File: src/rtl/pipe_pkg.sv
// Shared definitions for the pipeline hazard controller: forwarding encoding,
// in-flight writer entry layout and the supported load-latency range.
package pipe_pkg;

  localparam int FWD_REGFILE  = 0;
  localparam int LOAD_LAT_MIN = 1;
  localparam int LOAD_LAT_MAX = 3;
  // Widest register index any instance may use; narrower indices are zero-extended.
  localparam int RD_MAX_W     = 8;

  typedef struct packed {
    logic                valid;
    logic [RD_MAX_W-1:0] rd;
    logic                is_load;
  } inflight_entry_t;

endpackage

File: src/rtl/pipe_hazard_ctrl_if.sv
// ID-side bundle of the hazard controller: decoded ID fields, EX/MEM status
// inputs and the stage enables / forwarding selects it returns.
interface pipe_hazard_ctrl_if #(
  parameter int REG_AW = 5,
  parameter int SEL_W  = 2
);
  logic              id_valid;
  logic [REG_AW-1:0] id_rs1;
  logic [REG_AW-1:0] id_rs2;
  logic              id_use_rs1;
  logic              id_use_rs2;
  logic [REG_AW-1:0] id_rd;
  logic              id_reg_write;
  logic              id_is_load;
  logic              ex_redirect;
  logic              mem_busy;

  logic              pc_write;
  logic              if_id_write;
  logic              if_id_flush;
  logic              id_ex_bubble;
  logic              pipe_freeze;
  logic [SEL_W-1:0]  fwd_sel_rs1;
  logic [SEL_W-1:0]  fwd_sel_rs2;

  modport master (
    output id_valid, id_rs1, id_rs2, id_use_rs1, id_use_rs2, id_rd,
           id_reg_write, id_is_load, ex_redirect, mem_busy,
    input  pc_write, if_id_write, if_id_flush, id_ex_bubble, pipe_freeze,
           fwd_sel_rs1, fwd_sel_rs2
  );

  modport slave (
    input  id_valid, id_rs1, id_rs2, id_use_rs1, id_use_rs2, id_rd,
           id_reg_write, id_is_load, ex_redirect, mem_busy,
    output pc_write, if_id_write, if_id_flush, id_ex_bubble, pipe_freeze,
           fwd_sel_rs1, fwd_sel_rs2
  );
endinterface

File: src/rtl/pipe_hazard_ctrl_inflight_table.sv
// Shift table of in-flight writers (EX, M1..M_L, WB) with a youngest-first
// match encoder for the two ID source operands.
module inflight_table
  import pipe_pkg::*;
#(
  parameter int REG_AW   = 5,
  parameter int LOAD_LAT = 1,
  parameter int POS_W    = $clog2(LOAD_LAT + 2)
) (
  input  logic                   clk,
  input  logic                   reset,
  input  logic                   shift_en,
  input  logic                   push_valid,
  input  logic [REG_AW-1:0]      push_rd,
  input  logic                   push_is_load,
  input  logic [1:0][REG_AW-1:0] src_idx,
  input  logic [1:0]             src_use,
  output logic [1:0]             src_hit,
  output logic [1:0][POS_W-1:0]  src_pos,
  output logic [1:0]             src_is_load
);

  localparam int DEPTH = LOAD_LAT + 2;

  inflight_entry_t tbl [DEPTH];
  inflight_entry_t push_e;

  // A write to x0 is architecturally a no-op, so it never occupies a slot.
  always_comb begin
    push_e         = '0;
    push_e.valid   = push_valid && (push_rd != '0);
    push_e.rd      = RD_MAX_W'(push_rd);
    push_e.is_load = push_is_load;
  end

  always_ff @(posedge clk) begin
    if (reset) begin
      for (int p = 0; p < DEPTH; p++) tbl[p] <= '0;
    end else if (shift_en) begin
      tbl[0] <= push_e;
      for (int p = 1; p < DEPTH; p++) tbl[p] <= tbl[p-1];
    end
  end

  // Scan oldest to youngest so the lowest position overwrites any older hit.
  always_comb begin
    src_hit     = '0;
    src_pos     = '0;
    src_is_load = '0;
    for (int s = 0; s < 2; s++) begin
      for (int p = DEPTH - 1; p >= 0; p--) begin
        if (src_use[s] && (src_idx[s] != '0) && tbl[p].valid &&
            (tbl[p].rd == RD_MAX_W'(src_idx[s]))) begin
          src_hit[s]     = 1'b1;
          src_pos[s]     = POS_W'(p);
          src_is_load[s] = tbl[p].is_load;
        end
      end
    end
  end

endmodule

File: src/rtl/pipe_hazard_ctrl.sv
// Hazard controller beside ID: stage enables, flush/bubble/freeze and registered
// forwarding selects. HAZARD_PERF_CNT_EN adds stall_cnt/flush_cnt outputs.
module pipe_hazard_ctrl
  import pipe_pkg::*;
#(
  parameter int REG_AW   = 5,
  parameter int LOAD_LAT = 1,
  parameter int SEL_W    = $clog2(LOAD_LAT + 2)
) (
  input  logic               clk,
  input  logic               reset,
  pipe_hazard_ctrl_if.slave  hz
`ifdef HAZARD_PERF_CNT_EN
  ,
  output logic [31:0]        stall_cnt,
  output logic [31:0]        flush_cnt
`endif
);

  logic [1:0][REG_AW-1:0] src_idx;
  logic [1:0]             src_use;
  logic [1:0]             src_hit;
  logic [1:0][SEL_W-1:0]  src_pos;
  logic [1:0]             src_is_load;
  logic                   load_use;
  logic                   issue;
  logic [1:0][SEL_W-1:0]  next_sel;

  assign src_idx[0] = hz.id_rs1;
  assign src_idx[1] = hz.id_rs2;
  assign src_use[0] = hz.id_use_rs1;
  assign src_use[1] = hz.id_use_rs2;

  inflight_table #(
    .REG_AW   (REG_AW),
    .LOAD_LAT (LOAD_LAT),
    .POS_W    (SEL_W)
  ) u_table (
    .clk          (clk),
    .reset        (reset),
    .shift_en     (!hz.mem_busy),
    .push_valid   (issue && hz.id_reg_write),
    .push_rd      (hz.id_rd),
    .push_is_load (hz.id_is_load),
    .src_idx      (src_idx),
    .src_use      (src_use),
    .src_hit      (src_hit),
    .src_pos      (src_pos),
    .src_is_load  (src_is_load)
  );

  // A load whose data is still short of the last M stage cannot be forwarded yet.
  always_comb begin
    load_use = 1'b0;
    for (int s = 0; s < 2; s++) begin
      if (src_hit[s] && src_is_load[s] && (src_pos[s] < SEL_W'(LOAD_LAT)))
        load_use = 1'b1;
    end
    load_use = load_use && hz.id_valid;
  end

  always_comb begin
    hz.pc_write     = 1'b1;
    hz.if_id_write  = 1'b1;
    hz.if_id_flush  = 1'b0;
    hz.id_ex_bubble = 1'b0;
    hz.pipe_freeze  = 1'b0;
    issue           = 1'b0;
    if (reset) begin
      hz.pc_write     = 1'b0;
      hz.if_id_write  = 1'b0;
      hz.if_id_flush  = 1'b1;
      hz.id_ex_bubble = 1'b1;
    end else if (hz.mem_busy) begin
      hz.pipe_freeze  = 1'b1;
      hz.pc_write     = 1'b0;
      hz.if_id_write  = 1'b0;
    end else if (hz.ex_redirect) begin
      hz.if_id_flush  = 1'b1;
      hz.id_ex_bubble = 1'b1;
    end else if (load_use) begin
      hz.pc_write     = 1'b0;
      hz.if_id_write  = 1'b0;
      hz.id_ex_bubble = 1'b1;
    end else begin
      issue = hz.id_valid;
    end
  end

  // A WB-position hit reads through the write-first regfile, so it selects 0.
  always_comb begin
    next_sel = '0;
    for (int s = 0; s < 2; s++) begin
      next_sel[s] = SEL_W'(FWD_REGFILE);
      if (issue && src_hit[s] && (src_pos[s] <= SEL_W'(LOAD_LAT)))
        next_sel[s] = src_pos[s] + SEL_W'(1);
    end
  end

  always_ff @(posedge clk) begin
    if (reset) begin
      hz.fwd_sel_rs1 <= SEL_W'(FWD_REGFILE);
      hz.fwd_sel_rs2 <= SEL_W'(FWD_REGFILE);
    end else if (!hz.mem_busy) begin
      hz.fwd_sel_rs1 <= next_sel[0];
      hz.fwd_sel_rs2 <= next_sel[1];
    end
  end

`ifdef HAZARD_PERF_CNT_EN
  always_ff @(posedge clk) begin
    if (reset) begin
      stall_cnt <= '0;
      flush_cnt <= '0;
    end else if (!hz.mem_busy) begin
      if (hz.ex_redirect)  flush_cnt <= flush_cnt + 32'd1;
      else if (load_use)   stall_cnt <= stall_cnt + 32'd1;
    end
  end
`endif

endmodule
File: src/flat_wrapper.sv
// flat-port wrapper written by rule: the top's interface ports become plain ports
module pipe_hazard_ctrl_flat import pipe_pkg::*;
#(
  parameter int REG_AW   = 5,
  parameter int LOAD_LAT = 1,
  parameter int SEL_W    = $clog2(LOAD_LAT + 2)
)
  (clk, reset, hz_id_valid, hz_id_rs1, hz_id_rs2, hz_id_use_rs1, hz_id_use_rs2, hz_id_rd, hz_id_reg_write, hz_id_is_load, hz_ex_redirect, hz_mem_busy, hz_pc_write, hz_if_id_write, hz_if_id_flush, hz_id_ex_bubble, hz_pipe_freeze, hz_fwd_sel_rs1, hz_fwd_sel_rs2);
  pipe_hazard_ctrl_if #(.REG_AW(REG_AW), .SEL_W(SEL_W)) hz_i ();
  input  logic clk;
  input  logic reset;
  input wire logic [$bits(hz_i.id_valid)-1:0] hz_id_valid;
  input wire logic [$bits(hz_i.id_rs1)-1:0] hz_id_rs1;
  input wire logic [$bits(hz_i.id_rs2)-1:0] hz_id_rs2;
  input wire logic [$bits(hz_i.id_use_rs1)-1:0] hz_id_use_rs1;
  input wire logic [$bits(hz_i.id_use_rs2)-1:0] hz_id_use_rs2;
  input wire logic [$bits(hz_i.id_rd)-1:0] hz_id_rd;
  input wire logic [$bits(hz_i.id_reg_write)-1:0] hz_id_reg_write;
  input wire logic [$bits(hz_i.id_is_load)-1:0] hz_id_is_load;
  input wire logic [$bits(hz_i.ex_redirect)-1:0] hz_ex_redirect;
  input wire logic [$bits(hz_i.mem_busy)-1:0] hz_mem_busy;
  output wire logic [$bits(hz_i.pc_write)-1:0] hz_pc_write;
  output wire logic [$bits(hz_i.if_id_write)-1:0] hz_if_id_write;
  output wire logic [$bits(hz_i.if_id_flush)-1:0] hz_if_id_flush;
  output wire logic [$bits(hz_i.id_ex_bubble)-1:0] hz_id_ex_bubble;
  output wire logic [$bits(hz_i.pipe_freeze)-1:0] hz_pipe_freeze;
  output wire logic [$bits(hz_i.fwd_sel_rs1)-1:0] hz_fwd_sel_rs1;
  output wire logic [$bits(hz_i.fwd_sel_rs2)-1:0] hz_fwd_sel_rs2;
  assign hz_i.id_valid = hz_id_valid;
  assign hz_i.id_rs1 = hz_id_rs1;
  assign hz_i.id_rs2 = hz_id_rs2;
  assign hz_i.id_use_rs1 = hz_id_use_rs1;
  assign hz_i.id_use_rs2 = hz_id_use_rs2;
  assign hz_i.id_rd = hz_id_rd;
  assign hz_i.id_reg_write = hz_id_reg_write;
  assign hz_i.id_is_load = hz_id_is_load;
  assign hz_i.ex_redirect = hz_ex_redirect;
  assign hz_i.mem_busy = hz_mem_busy;
  assign hz_pc_write = hz_i.pc_write;
  assign hz_if_id_write = hz_i.if_id_write;
  assign hz_if_id_flush = hz_i.if_id_flush;
  assign hz_id_ex_bubble = hz_i.id_ex_bubble;
  assign hz_pipe_freeze = hz_i.pipe_freeze;
  assign hz_fwd_sel_rs1 = hz_i.fwd_sel_rs1;
  assign hz_fwd_sel_rs2 = hz_i.fwd_sel_rs2;
  pipe_hazard_ctrl #(.REG_AW(REG_AW), .LOAD_LAT(LOAD_LAT), .SEL_W(SEL_W)) u_core (.clk(clk), .reset(reset), .hz(hz_i));
endmodule
File: config.mk
export PLATFORM = sky130hd
export DESIGN_NAME = pipe_hazard_ctrl_flat
export DESIGN_NICKNAME = d
export VERILOG_FILES = /design/src/rtl/pipe_pkg.sv /design/src/rtl/pipe_hazard_ctrl_if.sv /design/src/rtl/pipe_hazard_ctrl_inflight_table.sv /design/src/rtl/pipe_hazard_ctrl.sv /design/src/flat_wrapper.sv
export SDC_FILE = /design/constraint.sdc
export NUM_CORES = 1
export LEC_CHECK = 0
export ABC_AREA = 0
export BUFFER_PORTS_ARGS = -buffer_cell sky130_fd_sc_hd__buf_2
export CAP_MARGIN = 20
export CORE_UTILIZATION = 45
export DETAILED_ROUTE_END_ITERATION = 16
export GPL_ROUTABILITY_DRIVEN = 0
export PLACE_DENSITY = 0.73
export SLEW_MARGIN = 0
export SYNTH_ARGS = -nofsm -noshare
export SYNTH_HDL_FRONTEND = slang
export SYNTH_SLANG_ARGS = --single-unit
File: constraint.sdc
create_clock -name clk -period 5 [get_ports clk]
set_clock_uncertainty 0.2 [all_clocks]
set_input_delay 1 -clock clk [delete_from_list [all_inputs] [get_ports clk]]
set_output_delay 1 -clock clk [all_outputs]
set_load 0.005 [all_outputs]
# Word-level counts from Yosys, hierarchy flattened
# Memories as Yosys holds them, arrays and structs flattened.
# Index checks and enable logic that the tools add are counted.
[classes]
n_addsub = 2
n_lt_le_gt_ge = 4
n_eq_ne = 6
n_mux = 47
bitwise_logic = 3
n_reduce_logical = 28
[ops]
columns = ["op", "n"]
rows = [
  ["8-bit by 5-bit equality test with 1-bit output", 6],
  ["1-bit two-way mux", 36],
  ["10-bit two-way mux", 3],
  ["1-bit logical AND", 25],
  ["2-bit two-way mux", 8],
  ["5-bit nonzero test", 3],
  ["2-bit by 1-bit adder with 2-bit output, second input constant", 2],
  ["2-bit by 1-bit less-or-equal comparator with 1-bit output, second input constant", 2],
  ["2-bit by 1-bit less-than comparator with 1-bit output, second input constant", 2],
  ["1-bit OR", 3],
]
[word_totals]
ff_bits = 4
ram_bits = 30
in_bits = 24
out_inout_bits = 9
word_cells = 93
memories = 1
[memory_table]
columns = ["memory", "depth", "word_bits", "rd", "rd_ports_with_merged_regs", "wr", "line", "source"]
rows = [
  ["u_core.u_table.tbl", 3, 10, 3, 0, 3, "pipe_hazard_ctrl_inflight_table.sv:25", "inflight_entry_t tbl [DEPTH];"],
]

# Logic depth before layout (Yosys ltp)
[logic_depth]
ltp_word = 19
depth_mapped = 12
mapped_depth_nobuf = 11

# By module
# A second synthesis with hierarchy kept.
[unflattened]
cells_unflattened = 161
area_unflattened_um2 = 1642.8
[modules_own_cells]
columns = ["mod", "n_inst", "cells_per_inst", "area_each_um2", "seq_area_each_um2"]
rows = [
  ["inflight_table", 1, 120, 1323.8, 630.6],
  ["pipe_hazard_ctrl", 1, 41, 319.1, 80.1],
]

# Worst setup path before layout
# OpenSTA, ideal clock, no wires.
[synth_timing]
path_kind = "input -> output"
start = "in hz_id_rs2[4]"
end = "out hz_pc_write"
arrival_ns = 2.952
required_ns = 3.800
setup_slack_ns = 0.848
cell_stages = 11
n_path_buf = 2
path_cell_list = "buf_2 -> xnor2_1 -> nand4_1 -> nor4_2 -> nor2_1 -> nand4b_1 -> ha_1 -> a21bo_2 -> o22ai_2 -> a21boi_0 -> buf_4"
[synth_via]
elab_chain_cells = 15
word_cells_on_any_way = 29
cone_classes = "order compare: 1; eq/ne: 3; mux: 14; reduce/logical: 11"
[synth_lines]
columns = ["element", "line", "source"]
rows = [
  ["start: declaration", "flat_wrapper.sv:14", "input wire logic [$bits(hz_i.id_rs2)-1:0] hz_id_rs2;"],
  ["5-bit nonzero test", "pipe_hazard_ctrl_inflight_table.sv:52", "if (src_use[s] && (src_idx[s] != '0) && tbl[p].valid &&"],
  ["1-bit logical AND (3 in a row)", "pipe_hazard_ctrl_inflight_table.sv:52", ""],
  ["2-bit two-way mux / 1-bit two-way mux (equally long branches) (3 in a row)", "pipe_hazard_ctrl_inflight_table.sv:52", ""],
  ["2-bit by 1-bit less-than comparator with 1-bit output / 1-bit logical AND (equally long branches)", "pipe_hazard_ctrl.sv:56", "if (src_hit[s] && src_is_load[s] && (src_pos[s] < SEL_W'(LOAD_LAT)))"],
  ["1-bit logical AND (*)", "pipe_hazard_ctrl.sv:56", ""],
  ["1-bit two-way mux (*)", "pipe_hazard_ctrl.sv:56", ""],
  ["1-bit logical AND (*)", "pipe_hazard_ctrl.sv:59", "load_use = load_use && hz.id_valid;"],
  ["1-bit two-way mux (*) (4 in a row)", "--", ""],
  ["end: declaration", "flat_wrapper.sv:22", "output wire logic [$bits(hz_i.pc_write)-1:0] hz_pc_write;"],
]
# Mark *: on every way between the ends. The rest lies on a longest branch, timed or not.

# Worst setup path in the final report
[layout_timing]
start = "in hz_id_rs2[0]"
end = "out hz_if_id_write"
[layout_via]
elab_chain_cells = 15
word_cells_on_any_way = 29
cone_classes = "order compare: 1; eq/ne: 3; mux: 14; reduce/logical: 11"
[layout_lines]
columns = ["element", "line", "source"]
rows = [
  ["5-bit nonzero test", "pipe_hazard_ctrl_inflight_table.sv:52", ""],
  ["1-bit logical AND (3 in a row)", "pipe_hazard_ctrl_inflight_table.sv:52", ""],
  ["2-bit two-way mux / 1-bit two-way mux (equally long branches) (3 in a row)", "pipe_hazard_ctrl_inflight_table.sv:52", ""],
  ["2-bit by 1-bit less-than comparator with 1-bit output / 1-bit logical AND (equally long branches)", "pipe_hazard_ctrl.sv:56", ""],
  ["1-bit logical AND (*)", "pipe_hazard_ctrl.sv:56", ""],
  ["1-bit two-way mux (*)", "pipe_hazard_ctrl.sv:56", ""],
  ["1-bit logical AND (*)", "pipe_hazard_ctrl.sv:59", ""],
  ["1-bit two-way mux (*)", "pipe_hazard_ctrl.sv:81", "end else if (load_use) begin"],
  ["1-bit two-way mux (*)", "pipe_hazard_ctrl.sv:78", "end else if (hz.ex_redirect) begin"],
  ["1-bit two-way mux (*)", "pipe_hazard_ctrl.sv:74", "end else if (hz.mem_busy) begin"],
  ["1-bit two-way mux (*)", "pipe_hazard_ctrl.sv:69", "if (reset) begin"],
  ["end: declaration", "flat_wrapper.sv:23", "output wire logic [$bits(hz_i.if_id_write)-1:0] hz_if_id_write;"],
]
# Marked as above.

==> flow_summary.ini <==
[setup_path]
worstSetupPathType = in -> out
rrSetupSlack_ns = 2.26
r2r_start = u_core.u_table.tbl[0][4]
worst_ep_required_time_ns = 3.80
cp-start-kind = input port
cp.arrival_ns = 3.18
crit_end = hz_if_id_write
crit_fanout = 7
worstSetupStartpoint = hz_id_rs2[0]
r2r_end = u_core.u_table.tbl[0][9]
rr_worst_depth = 9
end_kind = primary output

[sta]
finalHoldViolations = 0
fin_crit_ns = 4.382
worstMarginPinSlew_ns = 0.8038
slew_headroom = 0.4635
finalSetupTns_ns = 0
fin_crit_sh = 0.8763
slew_violations = 0
fmax_ghz = 0.2282
setup_viol = 0
rsz0062_at_grt = no
hold_ws_ns = 0.2714

[clock_network]
path_clk_slew_ns = 0.12
cts-htree-levels = 1
cts_root_buf = clkbuf_4
clkLatencyLatePin_ns = 0.31
cts_setup_buffers = 0
clock_path_buffers = 2
tritoncts = built
postCtsHoldBufs = 0
ctsResizeCount = 0
cts.sinks = 25
cts_made_buffers = 3

[synth]
synth_top_family_by_area = simple AND/OR/NAND/NOR gates
synth_area_sq_um = 1598
syn_avg_cell_area_sq_um = 10.51
synthSimpleGateAreaFrac = 0.2561
synth_warnings = 0
synth_nets = 179
ys_ff_latch = 25
synth_adder_area_share = 0.02349
synth_cell_type_count = 37
async_flop_share = 0
synth-compound-area-share = 0.08457
yosysSeqAreaShare = 0.4448
yosys_most_used_dff = edfxtp_1
synthCells = 152
synth_edf_count = 21
synth_xor_area_frac = 0.1644
synthMuxAreaShare = 0

[power_and_ir_drop]
power_density_nw_per_um2 = 222.1
peakVddDrop_mv = 0.1398
power.leakage_nw = 0.6573

[routing]
first_pass_iters = 4
viasPerCell = 5.160
wirelength_microns = 3092
avgRoutedWirePerCell_microns = 13.39
drtIter0Drc = 99
drtAntennaViolNets = 0
drc_errors = 0
vias = 1192

[floorplan]
die_x_microns = 61.59
dieArea_sq_um = 3793
die_h_microns = 61.59
core_sq_um = 3363
pin_count = 33
start_util = 0.4751
rows = 21

[final_layout]
antenna_cells = 0
nets = 213
stdcell_count = 231
regArea_sq_um = 710.7
drive_gt1_frac = 0.2595
area_delta_synth_final_pct = 14.49
nFillCells = 337
layout_common_cells = 32 x buf_2, 29 x xnor2_1, 21 x and2_1, 21 x edfxtp_1, 9 x nand2_1
multi_input_area_sq_um = 844.6
layout.cells.most_common = buf_2

[global_route]
grt_start_max_net_pins = 23
grt_pass1_wl_microns = 5216
grt_usage = 0.1922
grt_pass1_vias = 1160
grt_overflow = 0
antenna_found_initial = 0

[worst_hold_path]
whs_path_depth = 2
hold_path.class = reg -> reg

[place]
dp_cells = 227
hpwl_microns = 2541
port-buffer-count = 32

[run]
cap_viol_max_count = 0

[run_status]
status = completed
-- through the flow --
stage	power (mW)	utilization	setup WS (ns)	instance area, sq um
final	0.4062	0.5439	0.6183	1829
after global routing	0.4267	0.5439	0.4214	1829
after CTS	0.4089	0.5439	0.6104	1829
after detailed placement	0.3246	0.5361	0.6084	1803
after global placement	0.3228	0.5361	0.7176	1803
after floorplan	0.2963	-	0.8478	1598
-- report_power, final --
part / switching [mW] / total (mW) / leakage [nW] / internal [mW]
registers: 0.0123 / 0.251 / 0.263 / 0.239
clock network: 0.0556 / 0.0868 / 0.0150 / 0.0311
logic: 0.0341 / 0.0683 / 0.379 / 0.0342
-- layout make-up --
| class | count | area share |
|---|---|---|
| clock buffers | 4 | 0.01436 |
| repair buffers | 33 | 0.09166 |
| inverters | 6 | 0.01231 |
| flip-flops and latches | 25 | 0.3885 |
| multi-input cells | 117 | 0.4617 |
| well taps | 46 | 0.03146 |
-- routing by layer --
layer  vias up  routed length, microns  GRT usage
met5         -                       0          0
met4         0                      33    0.06032
met3         4                     110    0.02521
met2        27                    1539     0.2995
li1        613                       -          -
met1       548                    1409     0.2783
-- how the worst min path moves through the flow --
stage                                   from                  endpoint  slack [ns]
floorplan           u_core.hz.fwd_sel_rs2[0]  u_core.hz.fwd_sel_rs2[0]        0.25
global placement    u_core.hz.fwd_sel_rs2[1]  u_core.hz.fwd_sel_rs2[1]        0.24
detailed placement  u_core.hz.fwd_sel_rs2[0]  u_core.hz.fwd_sel_rs2[0]        0.25
CTS                 u_core.hz.fwd_sel_rs1[0]  u_core.hz.fwd_sel_rs1[0]        0.28
global route        u_core.hz.fwd_sel_rs1[0]  u_core.hz.fwd_sel_rs1[0]        0.30
finish              u_core.hz.fwd_sel_rs1[1]  u_core.hz.fwd_sel_rs1[1]        0.27
-- logic make-up (layout without fill, tap and decap cells) --
family | count (synthesis) | in the layout
buffers and inverters | 10 | 43
AOI/OAI and AO/OA | 17 | 17
DFF | 25 | 25
and+or+nand+nor | 67 | 67
xor gates and xnor gates | 30 | 30
adders and majority gates | 3 | 3
-- worst max-delay path: stages --
cell and delay, ns:
buf_2 0.14, or4_4 0.56, nor2_4 0.17, or3_1 0.18
nor2_1 0.08, inv_1 0.09, ha_1 0.14, a21bo_2 0.22
o22ai_2 0.29, a21boi_0 0.16, buf_2 0.15
-- state kept, by name (all words and copies together) (netlist names) --
signal,cells
u_core.u_table.tbl,21
u_core.hz.fwd_sel_rs2,2
u_core.hz.fwd_sel_rs1,2
-- Yosys cell counts (2+ instances only) --
library cell | number | share of area
o31ai_1 | 2 | 0.0094
nand2_1 | 9 | 0.021
or3_1 | 2 | 0.0078
clkbuf_1 | 2 | 0.0047
nand4_1 | 7 | 0.027
nor2_1 | 5 | 0.012
nor3_1 | 7 | 0.022
or4_4 | 2 | 0.014
xnor2_1 | 29 | 0.16
and2_1 | 21 | 0.082
inv_1 | 6 | 0.014
edfxtp_1 | 21 | 0.39
nor4_1 | 2 | 0.0078
nand3_1 | 3 | 0.0094
ha_1 | 3 | 0.023
o21ai_0 | 6 | 0.019
nor2_4 | 2 | 0.014
dfxtp_1 | 4 | 0.050
(Power assumes the default switching activity.)
